File: src/rtl/instruction_fetch.sv
// Fetch stage: reads four sequential flash bytes, assembles a little-endian
// 32-bit instruction and offers it downstream on a valid/ready handshake.
module instruction_fetch #(
   parameter int                    ADDR_WIDTH   = 24,
   parameter int                    READ_LATENCY = 3,
   parameter logic [ADDR_WIDTH-1:0] RESET_VECTOR = '0
) (
   input  logic                  clk,
   input  logic                  reset,
   input  logic                  fetch_en,
   input  logic                  redirect,
   input  logic [ADDR_WIDTH-1:0] redirect_addr,
   output logic                  flash_re,
   output logic [ADDR_WIDTH-1:0] flash_addr,
   input  logic [7:0]            flash_out,
   output logic [31:0]           instr,
   output logic [ADDR_WIDTH-1:0] instr_pc,
   output logic                  instr_valid,
   input  logic                  instr_ready,
   output logic                  busy
);

   typedef enum logic [1:0] {IDLE, READ, HOLD} state_t;

   localparam logic [2:0] LAST_CNT = 3'(READ_LATENCY - 1);

   state_t                state, state_next;
   logic [ADDR_WIDTH-1:0] pc;
   logic [1:0]            byte_idx;
   logic [2:0]            lat_cnt;
   logic                  byte_done;
   logic                  transfer;

   assign byte_done  = (state == READ) && (lat_cnt == LAST_CNT);
   assign transfer   = (state == HOLD) && instr_valid && instr_ready;
   assign flash_re   = (state == READ);
   assign busy       = (state != IDLE);
   // The address wraps naturally because the sum is truncated to ADDR_WIDTH.
   assign flash_addr = (state == READ) ? pc + ADDR_WIDTH'(byte_idx) : '0;

   always_comb begin
      // NOTE: next state defaults to the current state so no path infers a latch.
      state_next = state;
      unique case (state)
         IDLE:    if (fetch_en) state_next = READ;
         READ:    if (byte_done && byte_idx == 2'd3) state_next = HOLD;
         HOLD:    if (transfer) state_next = fetch_en ? READ : IDLE;
         default: state_next = IDLE;
      endcase
      // A redirect restarts the walk regardless of where the sequencer was.
      if (redirect) state_next = fetch_en ? READ : IDLE;
   end

   always_ff @(posedge clk) begin
      // NOTE: all state here uses non-blocking assignment so every register
      // samples pre-edge values, independent of statement order.
      if (reset) begin
         state       <= IDLE;
         pc          <= RESET_VECTOR;
         byte_idx    <= '0;
         lat_cnt     <= '0;
         instr       <= '0;
         instr_pc    <= '0;
         instr_valid <= 1'b0;
      end else begin
         state <= state_next;
         if (redirect) begin
            pc          <= redirect_addr;
            byte_idx    <= '0;
            lat_cnt     <= '0;
            instr_valid <= 1'b0;
         end else begin
            unique case (state)
               IDLE: begin
                  byte_idx <= '0;
                  lat_cnt  <= '0;
               end
               READ: begin
                  if (byte_done) begin
                     instr[{byte_idx, 3'b000} +: 8] <= flash_out;
                     byte_idx <= byte_idx + 2'd1;
                     lat_cnt  <= '0;
                     if (byte_idx == 2'd3) begin
                        instr_pc    <= pc;
                        instr_valid <= 1'b1;
                     end
                  end else begin
                     lat_cnt <= lat_cnt + 3'd1;
                  end
               end
               HOLD: begin
                  if (transfer) begin
                     pc          <= pc + ADDR_WIDTH'(4);
                     instr_valid <= 1'b0;
                     byte_idx    <= '0;
                     lat_cnt     <= '0;
                  end
               end
               default: ;
            endcase
         end
      end
   end

endmodule

File: config.mk
export PLATFORM = sky130hd
export DESIGN_NAME = instruction_fetch
export DESIGN_NICKNAME = d
export VERILOG_FILES = /design/src/rtl/instruction_fetch.sv
export SDC_FILE = /design/constraint.sdc
export NUM_CORES = 1
export LEC_CHECK = 0
export ABC_CLOCK_PERIOD_IN_PS = 4000
export CAP_MARGIN = 15
export CORE_ASPECT_RATIO = 1.2
export CORE_MARGIN = 2
export CORE_UTILIZATION = 38
export DETAILED_ROUTE_END_ITERATION = 12
export MAX_ROUTING_LAYER = met4
export PLACE_DENSITY = 0.72
export SYNTH_ARGS = -nofsm -noshare
export SYNTH_HDL_FRONTEND = slang
export SYNTH_SLANG_ARGS = --single-unit
File: constraint.sdc
create_clock -name clk -period 4 [get_ports clk]
set_clock_uncertainty 0.2 [all_clocks]
set_input_delay 1 -clock clk [delete_from_list [all_inputs] [get_ports clk]]
set_output_delay 1 -clock clk [all_outputs]
set_load 0.02 [all_outputs]
==> flow_metrics.tcl <==
set metrics [dict create \
    status "completed" \
    cts_sinks 88 \
    rrSetupSlack_ns 1.35 \
    n_antenna_cell 0 \
    max_cap_violations 0 \
    clkLatencyLatePin_ns 0.34 \
    grt_pass1_wl_mm 21.5 \
    nNetsFinal 716 \
    ys_seq_area_share_pct 40.9 \
    core_area_um2 11000 \
    drv_slew 0 \
    cts_buffer_depth 2 \
    cellPowerDensity_nw_per_um2 334 \
    synthAdderAreaFrac_pct 3.37 \
    ys_seq_elements 88 \
    synthSimpleGateAreaFrac_pct 29.3 \
    ys.warnings.count 0 \
    hpwlAfterDp_mm 9.91 \
    endpoint_kind "output port" \
    period_share_pct 95.5 \
    hold_buffers 0 \
    cts_root_buf "clkbuf_16" \
    synthMuxAreaShare_pct 0.697 \
    grt_start_max_net_pins 33 \
    peakVddDrop_mv 0.230 \
    fin_tns_setup_ns 0 \
    setup_viol 0 \
    leakage_nw 2.05 \
    routed_wl_mm 13.5 \
    area_delta_synth_final_pct 39.8 \
    post_cts_resized 12 \
    avgViaCountPerCell 5.62 \
    postSynthAreaPerCell_um2 7.76 \
    dr.pass1.iters 4 \
    yosys.area_share.xor_xnor_pct 3.86 \
    num_rows 42 \
    synth_nets 603 \
    finalHoldViolations 0 \
    boundaryPins 120 \
    htree_levels 3 \
    yosys.cell_types.count 41 \
    die_h_um 121 \
    async_flop_share_pct 0 \
    synth_area_um2 4310 \
    synth_compound_area_share_pct 17.1 \
    synthCells 555 \
    grt-ovfl-total 0 \
    fin_cells 804 \
    synth_top_area_share_pct 40.9 \
    cts_setup_buffers 0 \
    fmax_mhz 262 \
    worst_ep_arrival_time_ns 2.62 \
    hold_class "reg2reg" \
    design_area_um2 6020 \
    synth_ff_type "dfxtp_1" \
    antenna_found_initial 0 \
    clkTransAtPathRegs_ns 0.06 \
    drtAntennaViolNets 0 \
    die_w_um 101 \
    routabilityCongestion 0.875 \
    cp.required_ns 2.80 \
    num_vias 4522 \
    die_area_um2 12200 \
    relSlewSlack_pct 31.4 \
    port_buffers 119 \
    track_usage_pct 22.9 \
    yosysTopAreaCell "dfxtp_1" \
    cts_buffers 9 \
    dp_slack_ns 0.171 \
    drcViolationCount 0 \
    rsz0062_at_grt "false" \
    placed_area_um2 5690 \
    worst-setup-path-type "reg2out" \
    worstMarginPinSlew_ns 1.03 \
    placedCellCount 789 \
    synth_area_leaders "dfxtp_1 (41%), a21oi_1 (8.8%), nand2_1 (8.5%), nand3_1 (5.0%), nor2_1 (3.6%)" \
    wl_per_cell_um 16.8 \
    drive_above_1_share_pct 9.23 \
    min_period_ns 3.82 \
    worstPathMaxFanout 6 \
    synth-edff-count 0 \
    drt_iter0_drc 237 \
    startpoint_type "flop" \
    start_util_pct 39.0 \
    grt_pass1_vias 4324 \
    synth_top_family_by_area "simple AND/OR/NAND/NOR gates" \
    cts_tree "done" \
    fin_ws_ns 0.181 \
]
-- worst paths after layout --
kind	start	end	depth (start not counted)
worst min-delay path	instr[3]	instr[3]	2
worst max register to register	pc[3]	pc[16]	6
worst min register to register	instr[3]	instr[3]	2
worst max-delay path	pc[8]	flash_addr[21]	5
-- Yosys cell counts (5+ instances only) --
cell      count
xor2_1        8
nand4_1       8
dfxtp_1      88
or3_1        11
buf_2         6
or4_1        12
inv_1         7
xnor2_1      11
nand3_1      43
nor2_1       41
a311oi_1     13
nor4_1        6
nor3b_1       5
and3_1        5
clkbuf_1     34
a211oi_1      8
nand2_1      98
o21ai_0      15
o31ai_1      11
ha_1         10
a21oi_1      76
-- critical path, cell delays in order, from the launching register on --
cell	delay [ns]
dfxtp_2	0.41
nand4_1	0.20
or4_1	0.60
or4_2	0.56
a21oi_1	0.16
dlygate4sd2_1	0.35
-- flip-flops by register name, indices dropped and copies added, names as in the netlist --
| signal | count |
|---|---|
| instr_pc | 24 |
| pc | 24 |
| lat_cnt | 3 |
| instr | 32 |
| instr_valid | 1 |
| byte_idx | 2 |
| state | 2 |
-- logic make-up (layout without fill, tap and decap cells) --
group                      count (synthesis)  count (layout)
buffers and inverters                     53             170
and+or+nand+nor                          255             255
adders and majority gates                 11              11
AOI/OAI and AO/OA                        126             126
muxes                                      3               3
xor gates and xnor gates                  19              19
DFF                                       88              88
-- cells in the final DEF, fill, tap and decap left out, types with 11 or more instances in the layout --
master	netlist	final
nor2_1	41	41
o21ai_0	15	15
nand3_1	43	43
or4_1	12	11
buf_4	0	29
a311oi_1	13	13
a21oi_1	76	76
o31ai_1	11	11
dfxtp_1	88	85
nand2_1	98	98
clkdlybuf4s50_1	0	108
xnor2_1	11	11
-- metal layers --
metal / track usage [%] / share of wire [%]
met5: - / 0
met3: 4.22 / 5.4
met2: 38.2 / 51
met1: 26.8 / 41
met4: 9.80 / 2.9
-- where the power goes --
group	internal [mW]	leakage [nW]	total, mW	switching (mW)
Combinational	0.0878	1.18	0.189	0.101
Clock	0.547	0.148	0.897	0.351
Sequential	0.895	0.716	0.923	0.0275
-- layout make-up --
class                           count  area [um2]
Sequential cell                    88        1770
Inverter                            7        26.3
Timing Repair Buffer              148        1400
Multi-Input combinational cell    414        2340
Clock buffer                        9         225
Fill cell                        1041        5010
Tap cell                          132         165
Clock inverter                      6        92.6
-- stage by stage --
stage / util (%) / hold WS [ns] / total power, mW
after floorplan: - / 0.249 / 1.03
final: 54.6 / 0.249 / 2.01
after detailed placement: 51.6 / 0.244 / 1.13
after CTS: 54.5 / 0.251 / 2.03
after global routing: 54.6 / 0.271 / 2.08
after global placement: 51.6 / 0.243 / 1.13
No activity file was read; power rests on OpenSTA's default activity.
